### src/rtl/ram_pkg.sv
// rtl/ram_pkg.sv - shared RAM port widths and reader FSM state type
package ram_pkg;

  localparam int RAM_ADDR_W = 19;
  localparam int RAM_DATA_W = 16;

  typedef enum logic [2:0] {
    ST_IDLE,
    ST_REQ,
    ST_WAIT_SPACE,
    ST_DRAIN,
    ST_FLUSH
  } rd_state_t;

endpackage

### src/rtl/ram_reader_fifo.sv
// rtl/ram_reader_fifo.sv - synchronous shift FIFO with registered head word, count and flags
module ram_reader_fifo #(
  parameter int DATA_W = 16,
  parameter int DEPTH  = 4
) (
  input  logic                   clk,
  input  logic                   rst,
  input  logic                   clr,
  input  logic                   wr_en,
  input  logic [DATA_W-1:0]      wr_data,
  input  logic                   rd_en,
  output logic [DATA_W-1:0]      rd_data,
  output logic                   empty,
  output logic                   full,
  output logic [$clog2(DEPTH):0] count
);

  localparam int PTR_W = $clog2(DEPTH);
  localparam int CNT_W = PTR_W + 1;
  localparam logic [CNT_W-1:0] CNT_FULL = CNT_W'(DEPTH);

  logic [DATA_W-1:0] mem [DEPTH];
  logic              pop;
  logic              push;
  logic [PTR_W-1:0]  widx;
  logic [CNT_W-1:0]  count_d;

  // Qualify push/pop against occupancy; a write into a full FIFO is legal only alongside a read.
  always_comb begin
    pop     = rd_en && (count != '0);
    push    = wr_en && ((count != CNT_FULL) || pop);
    widx    = pop ? PTR_W'(count - 1'b1) : PTR_W'(count);
    count_d = count + CNT_W'(push) - CNT_W'(pop);
    if (clr) begin
      count_d = '0;
    end
  end

  // Entries shift toward slot 0 on a pop so the head is always a flop; a push lands after the last valid entry.
  always_ff @(posedge clk) begin
    if (rst) begin
      for (int i = 0; i < DEPTH; i++) begin
        mem[PTR_W'(i)] <= '0;
      end
      count <= '0;
      empty <= 1'b1;
      full  <= 1'b0;
    end else begin
      if (!clr) begin
        if (pop) begin
          for (int i = 0; i < DEPTH - 1; i++) begin
            mem[PTR_W'(i)] <= mem[PTR_W'(i + 1)];
          end
        end
        if (push) begin
          mem[widx] <= wr_data;
        end
      end
      count <= count_d;
      empty <= (count_d == '0);
      full  <= (count_d == CNT_FULL);
    end
  end

  assign rd_data = mem[{PTR_W{1'b0}}];

endmodule

### src/rtl/ram_reader.sv
// rtl/ram_reader.sv - RAM burst reader to stream; RAM_READER_FIFO_EN selects a FIFO instead of one output register
module ram_reader
  import ram_pkg::*;
#(
  parameter int ADDR_W     = RAM_ADDR_W,
  parameter int DATA_W     = RAM_DATA_W,
  parameter int FIFO_DEPTH = 4
) (
  input  logic              clk,
  input  logic              rst,
  input  logic              start,
  input  logic [ADDR_W-1:0] start_addr,
  input  logic [ADDR_W-1:0] len,
  input  logic              abort,
  output logic              busy,
  output logic              done,
  output logic [ADDR_W-1:0] ram_addr,
  output logic              ram_ren,
  input  logic [DATA_W-1:0] ram_rdata,
  input  logic              ram_rvalid,
  output logic [DATA_W-1:0] out_data,
  output logic              out_valid,
  input  logic              out_ready
);

  rd_state_t         state;
  rd_state_t         state_d;
  logic              busy_d;
  logic              done_d;
  logic              ren_d;
  logic [ADDR_W-1:0] addr_d;
  logic [ADDR_W-1:0] remaining;
  logic [ADDR_W-1:0] rem_d;
  logic              push;
  logic              pop;
  logic              clr;
  logic              space;
  logic              buf_empty;

  assign pop = out_valid && out_ready;

  // Burst sequencing: one read in flight, ren dropped on the completing edge, abort drains through FLUSH.
  always_comb begin
    state_d = state;
    busy_d  = busy;
    done_d  = 1'b0;
    ren_d   = ram_ren;
    addr_d  = ram_addr;
    rem_d   = remaining;
    push    = 1'b0;
    clr     = 1'b0;
    case (state)
      ST_IDLE: begin
        if (start && !abort) begin
          addr_d = start_addr;
          rem_d  = len;
          busy_d = 1'b1;
          if (len == '0) begin
            state_d = ST_DRAIN;
          end else begin
            state_d = ST_REQ;
            ren_d   = 1'b1;
          end
        end
      end
      ST_REQ: begin
        if (abort) begin
          clr     = 1'b1;
          state_d = ST_FLUSH;
          if (ram_rvalid) begin
            ren_d = 1'b0;
          end
        end else if (ram_rvalid) begin
          push    = 1'b1;
          ren_d   = 1'b0;
          addr_d  = ram_addr + 1'b1;
          rem_d   = remaining - 1'b1;
          state_d = (remaining == ADDR_W'(1)) ? ST_DRAIN : ST_WAIT_SPACE;
        end
      end
      ST_WAIT_SPACE: begin
        if (abort) begin
          clr     = 1'b1;
          state_d = ST_FLUSH;
        end else if (space) begin
          state_d = ST_REQ;
          ren_d   = 1'b1;
        end
      end
      ST_DRAIN: begin
        if (abort) begin
          clr     = 1'b1;
          state_d = ST_FLUSH;
        end else if (buf_empty) begin
          state_d = ST_IDLE;
          busy_d  = 1'b0;
          done_d  = 1'b1;
        end
      end
      ST_FLUSH: begin
        clr = 1'b1;
        if (!ram_ren || ram_rvalid) begin
          ren_d   = 1'b0;
          state_d = ST_IDLE;
          busy_d  = 1'b0;
        end
      end
      default: begin
        state_d = ST_IDLE;
      end
    endcase
  end

  // State and registered control outputs.
  always_ff @(posedge clk) begin
    if (rst) begin
      state     <= ST_IDLE;
      busy      <= 1'b0;
      done      <= 1'b0;
      ram_ren   <= 1'b0;
      ram_addr  <= '0;
      remaining <= '0;
    end else begin
      state     <= state_d;
      busy      <= busy_d;
      done      <= done_d;
      ram_ren   <= ren_d;
      ram_addr  <= addr_d;
      remaining <= rem_d;
    end
  end

`ifdef RAM_READER_FIFO_EN
  localparam int CNT_W = $clog2(FIFO_DEPTH) + 1;

  logic [CNT_W-1:0] fifo_count;
  logic             fifo_empty;
  logic             fifo_full;

  ram_reader_fifo #(
    .DATA_W (DATA_W),
    .DEPTH  (FIFO_DEPTH)
  ) u_fifo (
    .clk     (clk),
    .rst     (rst),
    .clr     (clr),
    .wr_en   (push),
    .wr_data (ram_rdata),
    .rd_en   (pop),
    .rd_data (out_data),
    .empty   (fifo_empty),
    .full    (fifo_full),
    .count   (fifo_count)
  );

  assign out_valid = !fifo_empty;
  assign space     = !fifo_full;
  assign buf_empty = (fifo_count == '0);
`else
  // Single holding register: the next read waits until the held word has gone downstream.
  always_ff @(posedge clk) begin
    if (rst) begin
      out_data  <= '0;
      out_valid <= 1'b0;
    end else if (clr) begin
      out_valid <= 1'b0;
    end else if (push) begin
      out_data  <= ram_rdata;
      out_valid <= 1'b1;
    end else if (pop) begin
      out_valid <= 1'b0;
    end
  end

  assign space     = !out_valid;
  assign buf_empty = !out_valid;
`endif

endmodule

### config.mk
export PLATFORM = sky130hd
export DESIGN_NAME = ram_reader
export DESIGN_NICKNAME = d
export VERILOG_FILES = /design/src/rtl/ram_pkg.sv /design/src/rtl/ram_reader_fifo.sv /design/src/rtl/ram_reader.sv
export SDC_FILE = /design/constraint.sdc
export NUM_CORES = 1
export LEC_CHECK = 0
export CORE_UTILIZATION = 40
export CTS_CLUSTER_DIAMETER = 120
export DETAILED_ROUTE_END_ITERATION = 16
export PLACE_DENSITY = 0.71
export SETUP_SLACK_MARGIN = 0.5
export SLEW_MARGIN = 20
export SYNTH_ARGS = -nofsm -noshare
export SYNTH_HDL_FRONTEND = slang
export SYNTH_SLANG_ARGS = --single-unit
export TNS_END_PERCENT = 1
### constraint.sdc
create_clock -name clk -period 2.29 [get_ports clk]
set_input_delay 0.229 -clock clk [delete_from_list [all_inputs] [get_ports clk]]
set_output_delay 0.229 -clock clk [all_outputs]
set_load 0.03 [all_outputs]
==> After elaboration in Yosys (flattened, before gate mapping) <==
Index checks and enable logic that the tools add are counted.
{ "op_classes": {"shifts": 0, "n_div": 0, "n_addsub": 2, "n_mul": 0, "n_eq_ne": 17, "n_bitwise": 2, "reduce_logical": 19, "n_lt_le_gt_ge": 0, "n_mux": 38} }
{ "op_table": {"columns": ["operator", "n"], "rows": [
  ["$mux W19", 6],
  ["$pmux W19 S2", 2],
  ["$mux W3", 8],
  ["$add A19 B1 Y19 const B", 1],
  ["$eq A19 B1 Y1 const B", 1],
  ["$logic_not A19 Y1", 1],
  ["$sub A19 B1 Y19 const B", 1],
  ["$ne A2 B2 Y1 const B", 9],
  ["$mux W1", 17],
  ["$pmux W3 S5", 1],
  ["$reduce_and A5 Y1", 2],
  ["$ne A3 B3 Y1 const B", 3],
  ["$reduce_and A7 Y1", 1],
  ["$eq A3 B2 Y1 const B", 2],
  ["$reduce_or A3 Y1", 2],
  ["$pmux W1 S4", 1],
  ["$reduce_and A4 Y1", 1],
  ["$reduce_bool A2 Y1", 2],
  ["$reduce_bool A4 Y1", 1],
  ["$eq A3 B1 Y1 const B", 1],
  ["$eq A3 B3 Y1 const B", 1],
  ["$logic_not A3 Y1", 1],
  ["$pmux W1 S3", 1],
  ["$reduce_bool A3 Y1", 1],
  ["other kinds (8)", 11]
]} }
{ "word_totals": {"register_bits": 61, "latch_bits": 0, "elab_cells": 86, "output_inout_bits": 39, "ramBits": 0, "input_bits": 60, "rom_bits": 0, "mem_count": 0} }

==> Depth between registers and ports, before layout <==
Gate-level depths: netlist of run 1.
{ "logic_depth": {"word_depth": 5, "mapped_depth": 8, "depth_no_buf": 6} }

==> Worst setup path after synthesis of run 1 <==
Ideal clock, no wire load.
{ "synth_path": {"path_kind": "reg-to-reg", "start": "register ram_addr[0]", "end": "register ram_addr[17]", "t_required_ns": 2.209, "t_arrival_ns": 2.034, "slack_ns": 0.175, "setup_ns": 0.081, "path_buffers": 0, "path_stages_with_launch": 5, "path_cell_list": "dfxtp_1 > nand4_1 > or4_1 > or4_1 > a41oi_1"} }
{ "synth_via": {"elab_chain_cells": 4} }
{ "synth_rtl": {"columns": ["item", "line_no", "text"], "rows": [
  ["start: declaration", "ram_reader.sv:17", "output logic [ADDR_W-1:0] ram_addr,"],
  ["start signal: assignment", "ram_reader.sv:128", "ram_addr <= addr_d;"],
  ["$add A19 B1 Y19", "ram_reader.sv:76", "addr_d = ram_addr + 1'b1;"],
  ["$mux W19", "ram_reader.sv:73", "end else if (ram_rvalid) begin"],
  ["$mux W19", "ram_reader.sv:67", "if (abort) begin"],
  ["$pmux W19 S2", "ram_reader.sv:52", "case (state)"]
]} }
No other way between the ends. The select of a mux whose other input is x is not followed.
A chain may end at the register's enable or synchronous reset.

==> Worst setup path after layout of run 1 <==
{ "layout_path": {"start": "register remaining[14]", "end": "register remaining[18]"} }
{ "layout_via": {"elab_chain_cells": 4} }
{ "layout_rtl": {"columns": ["item", "line_no", "text"], "rows": [
  ["start: declaration", "ram_reader.sv:32", "logic [ADDR_W-1:0] remaining;"],
  ["start signal: assignment", "ram_reader.sv:129", "remaining <= rem_d;"],
  ["$sub A19 B1 Y19", "ram_reader.sv:77", "rem_d = remaining - 1'b1;"],
  ["$mux W19", "ram_reader.sv:73", null],
  ["$mux W19", "ram_reader.sv:67", null],
  ["$pmux W19 S2", "ram_reader.sv:52", null]
]} }
No other way between the ends. The select of a mux whose other input is x is not followed.

==> summary.md, run 1 <==
| Metric | Value |
|---|---|
| First-pass GRT wire length | roughly 17000 um |
| Met2 usage | 38.3% |
| Finish-stage setup viols | 0 |
| Leakage power | around 1.7 nW |
| Max Fclk | 531 MHz |
| WL final | roughly 10000 um |
| Clock skew | 0.00754 ns |
| Grt met1 use | between 20% and 30% |
| CP Cell Sequence | or3_4 > or4b_4 > or4_1 > a31oi_1 |
| Slew headroom | 71.5% |
| Post-synthesis sequential area ratio | between 30% and 40% |
| PwrDens | around 670 nW/um2 |
| Dpl hpwl | slightly above 7000 um |
| Number of global-route vias before repair | around 3500 |
| Ys flop type | dfxtp_1 |
| Fraction of layout cells with a size suffix above 1 | between 10% and 20% |
| Slew Limit Fails | 0 |
| Hold_buf cts | 0 |
| Warnings from Yosys | 0 |
| Later-pin clock latency in the skew report | ~0.35 ns |
| Critical path arrival | approximately 2.2 ns |
| Drt pass-1 iters | 4 |
| NumNets Final | slightly above 600 |
| Layout filler cell count | between 700 and 800 |
| Io pins | slightly below 100 |
| Post-route ant nets | 0 |
| Multi-input gate area | just over 2000 um2 |
| Unrepaired setup endpoints after global routing | yes |
| Worst-margin pin slew | roughly 0.42 ns |
| Cell Area, Synth | about 3400 um2 |
| Max VDD drop | between 0.0003 and 0.0004 V |
| Diode count | 0 |
| Final Hold Violating Endpoints | 0 |
| Post-synth EDFFs | 0 |
| CP max stage delay | between 0.4 and 0.5 ns |
| Mean post-synth cell area | roughly 7.6 um2 |
| WL/cell | roughly 16 um |
| Clock Pin Slew Worst Setup and Hold Paths | about 0.070 ns |
| Reg-to-reg endpoint | remaining[18]$_SDFFE_PP0P_ |
| Via/cell ratio | around 5.8 |
| Required time worst endpoint | 2.56 ns |
| Die height | 94.0 um |
| GR Util All Layers | roughly a quarter |
| Clock root buffer master | clkbuf_8 |
| RR Startpoint | remaining[14]$_SDFFE_PP0P_ |
| Tcrit/Tclk final | 82.3% |
| CP max-delay cell | or4b_4 |
| Die width | between 90 and 100 um |
| Vias | 3853 |
| Max Root-Sink Buffers | 2 |
| GR peak layer | met2 |
| Register bit total from synthesis | 61 |
| Worst r2r path cells | 4 |
| Status | finished, final reports clean |
| Grt total ovfl | 0 |
| Starting density of the core | between 40% and 50% |
| Hold path endpoint | state[2]$_SDFFE_PP0P_ |
| CP Capture Type | flip-flop |
| CTS Sinks | 61 |
| H-tree depth | 3 |
| Total die area | about 8800 um2 |
| CTS buffer count | 9 |
| Area taken by flip-flops and latches | roughly 1300 um2 |
| Crit path time final | 1.88 ns |
| Syn nets | 507 |
| Yosys cell types | slightly below 60 |
| Final TNS setup | 0 ns |
| Min Hold Slack | between 0.2 and 0.3 ns |
| Worst Setup Path Type | flip-flop to flip-flop |
| CTS tree | yes |
| Area Overhead vs Synth | 46.2% |
| Rows | 33 |
| IO buf count | 98 |
| Max FO, Critical Path | 5 |
| Worst min-delay path class | input pin to flip-flop |
| Synthesized netlist cell count | around 440 |
| Async S/R FF share, synth | 0% |
| Core area | ~8000 um2 |
| Worst setup SP type | flip-flop |
| Largest net degree at the start of global routing | 41 |
| Iter 0 DRT Violations | 281 |
| Max-Cap Viols | 0 |
| Met3 Use GR | under 10% |
| Hold path startpoint | rst |
| Final GP Congestion | ~0.86 |
| WHS Path Cells | 2 |
| Initial antenna violation count | 0 |
| Drc violations | 0 |
| Worst reg-to-reg setup slack | a little over 0.4 ns |
==> layout by cell type (no fill, tap or decap), types with 5 or more instances in the layout <==
cell / instances
nor3_1: 9
dfxtp_4: 9
dfxtp_1: 43
a21oi_1: 48
nand3_1: 14
inv_1: 18
clkbuf_8: 10
nand4_1: 11
o31a_1: 6
and2_1: 5
buf_4: 30
nor4_1: 10
nand2b_1: 6
nor2_1: 17
nand2_1: 66
dfxtp_2: 9
clkdlybuf4s50_1: 97
o32ai_1: 6
or3_1: 5
a31oi_1: 6
a211oi_1: 6
o21ai_0: 26
and2_0: 5
==> stage by stage <==
step | utilization [%] | power, mW | std cells | worst slack, ns | cell area [um2]
after floorplan | - | 1.87 | 444 | 0.418 | 3430
after global placement | 56.0 | 2.27 | 636 | 0.248 | 4600
after detailed placement | 56.0 | 2.29 | 636 | 0.175 | 4600
after CTS | 59.2 | 3.31 | 657 | 0.400 | 4860
after global routing | 60.3 | 3.50 | 661 | 0.346 | 4950
final | 60.3 | 3.33 | 661 | 0.405 | 4950
==> cells by family (layout without fill, tap and decap cells) <==
group,after synthesis,in the layout,synth area share [%]
buffers and inverters,52,164,5.98
multiplexers,2,2,0.665
AND/OR/NAND/NOR,181,181,28.4
flip-flops,61,61,36.0
adder cells (fa/ha/maj),3,3,1.11
AO/OA/AOI/OAI,145,145,27.8
==> worst max path at each step <==
stage                                     startpoint                    endpoint  slack (ns)  cells after the start
final                     remaining[14]$_SDFFE_PP0P_  remaining[18]$_SDFFE_PP0P_        0.41                      4
after global routing       remaining[0]$_SDFFE_PP0P_  remaining[14]$_SDFFE_PP0P_        0.35                      7
after CTS                 remaining[14]$_SDFFE_PP0P_  remaining[18]$_SDFFE_PP0P_        0.40                      4
after detailed placement                       abort   ram_addr[13]$_SDFFE_PP0P_        0.18                      5
after global placement                         abort   ram_addr[13]$_SDFFE_PP0P_        0.25                      5
after floorplan           remaining[14]$_SDFFE_PP0P_  remaining[18]$_SDFFE_PP0P_        0.42                      4
==> worst max-delay path: cells and delay by family (launching register included) <==
| kind | cells | cell delay [ns] |
|---|---|---|
| simple gates | 3 | 1.28 |
| compound gates | 1 | 0.17 |
| flops | 1 | 0.36 |
==> metal layers <==
layer | part of all wire [%] | routed length, um
met1 | 43 | 4530
met5 | 0 | 0
met2 | 47 | 4930
met3 | 5.8 | 602
met4 | 3.5 | 369
==> power by group <==
group	leakage [nW]	total (mW)	internal, mW	switching [mW]
Clock	0.109	1.01	0.552	0.454
Sequential	0.508	1.25	1.15	0.100
Combinational	1.09	1.07	0.491	0.576
Total	1.70	3.33	2.20	1.13
==> synthesized netlist by cell type (all sizes together), types with 5 or more instances <==
cell type / n / share of area [%]
a2111oi: 5 / 1.3
nor2: 17 / 1.9
a31oi: 6 / 1.1
nand3: 15 / 2.2
nand4: 11 / 2.0
or3: 6 / 1.3
a21oi: 48 / 7.1
nand2b: 6 / 1.1
dfxtp: 61 / 36
o32ai: 6 / 1.6
o21ai: 26 / 3.8
nor4: 12 / 2.4
a311oi: 5 / 1.3
and2: 11 / 2.0
o31a: 6 / 1.6
nand2: 66 / 7.3
a211oi: 6 / 1.3
nor3: 9 / 1.3
inv: 18 / 2.0
clkbuf: 27 / 3.0
buf: 7 / 1.0
nor3b: 6 / 1.5
or4: 7 / 1.6
==> what timing repair did <==
item	4_1_cts	5_1_grt
endpoints found under the setup margin	34	59
pin swaps	5	8
resized for setup	4	15
setup buffers	5	4
==> layout make-up <==
type                       instances  share of cell area, %
clock inverter                     4                  0.530
inverter                          18                   1.36
timing repair buffer             130                   25.1
tap                              105                   2.65
sequential                        61                   25.6
multi-input combinational        331                   41.0
clock buffer                      12                   3.79
==> flip-flops by register name (all words and copies together) (netlist names) <==
signal     count
done           1
out_valid      1
busy           1
remaining     19
out_data      16
state          3
ram_ren        1
ram_addr      19
Power figures use the tool's default switching activity.
==> run 2: changes to the inputs <==
PLACE_DENSITY = 0.74   (was 0.71)
clock period = 1.7 ns   (was 2.29 ns; I/O delays follow)
==> summary.md, run 2 (synthesis results as in run 1) <==
| Metric | Value |
|---|---|
| Max Root-Sink Buffers | 2 |
| Total Power | 4.90 mW |
| Starting density of the core | 41.2% |
| Unrepaired setup endpoints after global routing | yes |
| Multi-input gate area | between 2000 and 2500 um2 |
| Diode count | 0 |
| Max-Cap Viols | 0 |
| Flop pwr share | between 30% and 40% |
| Finish-stage setup viols | 9 |
| Slew Limit Fails | 0 |
| Dpl hpwl | 8190 um |
| Clock skew | roughly 0.0077 ns |
| Clock Pin Slew Worst Setup and Hold Paths | 0.08 ns |
| Core area | 8220 um2 |
| Grt total ovfl | 0 |
| H-tree depth | 3 |
| WHS Path Cells | 3 |
| IO buf count | 98 |
| Final Hold Violating Endpoints | 0 |
| NumNets Final | between 600 and 700 |
| Largest net degree at the start of global routing | 36 |
| Hold_buf cts | 0 |
| Required time worst endpoint | 1.97 ns |
| Post-route ant nets | 0 |
| GR peak layer | met2 |
| Area taken by flip-flops and latches | between 1000 and 1500 um2 |
| Grt met1 use | between 30% and 40% |
| Layout filler cell count | around 640 |
| Met2 usage | 44.5% |
| Critical path arrival | 2.14 ns |
| Drt pass-1 iters | 5 |
| First-pass GRT wire length | roughly 18000 um |
| Later-pin clock latency in the skew report | 0.35 ns |
| Net Switching | approximately 1.7 mW |
| Worst Setup Path Type | flip-flop to flip-flop |
| Vias | between 4000 and 5000 |
| Commonest non-fill, non-tap cells in the layout | 87 x buf_4, 57 x clkdlybuf4s50_1, 53 x nand2_1 |
| Drc violations | 0 |
| Leakage power | roughly 2.1 nW |
| Worst min-delay path class | input pin to flip-flop |
| Worst Setup Slack, final | -0.175 ns |
| Worst setup SP type | flip-flop |
| Via/cell ratio | roughly 5.8 |
| Met3 Use GR | 3.80% |
| Crit path time final | roughly 1.9 ns |
| Area Overhead vs Synth | 66.0% |
| Clock root buffer master | clkbuf_8 |
| Status | finished, violations left |
| Io pins | between 90 and 100 |
| CP Capture Type | flip-flop |
| WL final | approximately 12000 um |
| Commonest non-fill, non-tap cell in the layout | buf_4 |
| Iter 0 DRT Violations | between 200 and 300 |
| Rows | 33 |
| Logic pwr share | between 30% and 40% |
| Max VDD drop | 0.000415 V |
| Max Fclk | 533 MHz |
| Worst r2r path cells | 4 |
| Failing checks | negative setup slack |
| Total die area | 8840 um2 |
| Tcrit/Tclk final | 110% |
| Internal power | approximately 3.2 mW |
| Fraction of layout cells with a size suffix above 1 | between 30% and 40% |
| Slew headroom | between 70% and 80% |
| PwrDens | ~870 nW/um2 |
| GR Util All Layers | between 20% and 30% |
| CTS buffer count | 9 |
| Sw frac | between 30 and 40% |
| Die width | approximately 94 um |
| Clk pwr share | between 20% and 30% |
| CTS tree | yes |
| Max FO, Critical Path | 2 |
| Worst-margin pin slew | about 0.41 ns |
| WL/cell | approximately 16 um |
| Regs by FF count | ram_addr: 19 flops, remaining: 19 flops, out_data: 16 flops |
| Initial antenna violation count | 0 |
| Final GP Congestion | roughly 0.96 |
| Die height | between 90 and 100 um |
| Number of global-route vias before repair | 3822 |
| Worst slack at placement | -0.255 ns |
| CTS Sinks | 61 |
-- run 2: worst max-delay path, cell delays in order (launching register included) --
cell     delay (ns)
dfxtp_2        0.32
or3_4          0.38
or4b_4         0.53
or4_4          0.42
a31oi_1        0.15
-- run 2: power groups by stage --
stage | clock network, mW | logic, mW | registers, mW
after floorplan | 0 | 0.718 | 1.81
after global placement | 0 | 1.65 | 1.67
after detailed placement | 0 | 1.67 | 1.68
after CTS | 1.44 | 1.70 | 1.65
after global routing | 1.49 | 1.95 | 1.67
final | 1.42 | 1.82 | 1.66
-- run 2: layout make-up --
type,count,area share (%)
clock inverters,6,1.20
multi-input cells,331,39.3
inverters,18,1.20
well taps,105,2.34
clock buffers,10,2.65
repair buffers,194,30.9
flip-flops and latches,61,22.5
-- run 2: path summary, 6_finish.rpt --
check / startpoint / to / slack (ns)
max reg2reg: remaining[15]$_SDFFE_PP0P_ / remaining[18]$_SDFFE_PP0P_ / -0.17
min reg2reg: out_data[5]$_SDFFE_PP0P_ / out_data[5]$_SDFFE_PP0P_ / 0.45
max: remaining[15]$_SDFFE_PP0P_ / remaining[18]$_SDFFE_PP0P_ / -0.17
min: rst / state[0]$_SDFFE_PP0P_ / 0.30
-- run 2: per-stage QoR --
stage	TNS, ns	hold slack (ns)	area (um2)	std cells	util [%]
after floorplan	-2.60	0.306	3430	444	-
after global placement	-5.36	0.442	5160	708	62.8
after detailed placement	-7.16	0.446	5160	708	62.8
after CTS	-0.917	0.259	5430	725	66.1
after global routing	-1.93	0.315	5620	725	68.4
final	-0.943	0.298	5620	725	68.4
-- run 2: routing by layer --
metal  wire length, um  part of all wire [%]
met5                 0                     0
met4               210                   1.8
met3               743                   6.2
met2              6020                    51
met1              4950                    41
-- run 2: what timing repair did --
item                       4_1_cts  5_1_grt
buffers inserted                 1        0
hold endpoints to repair         0        0
setup endpoints to repair      100       73
pin swaps                        7       42
resized for setup              186       79
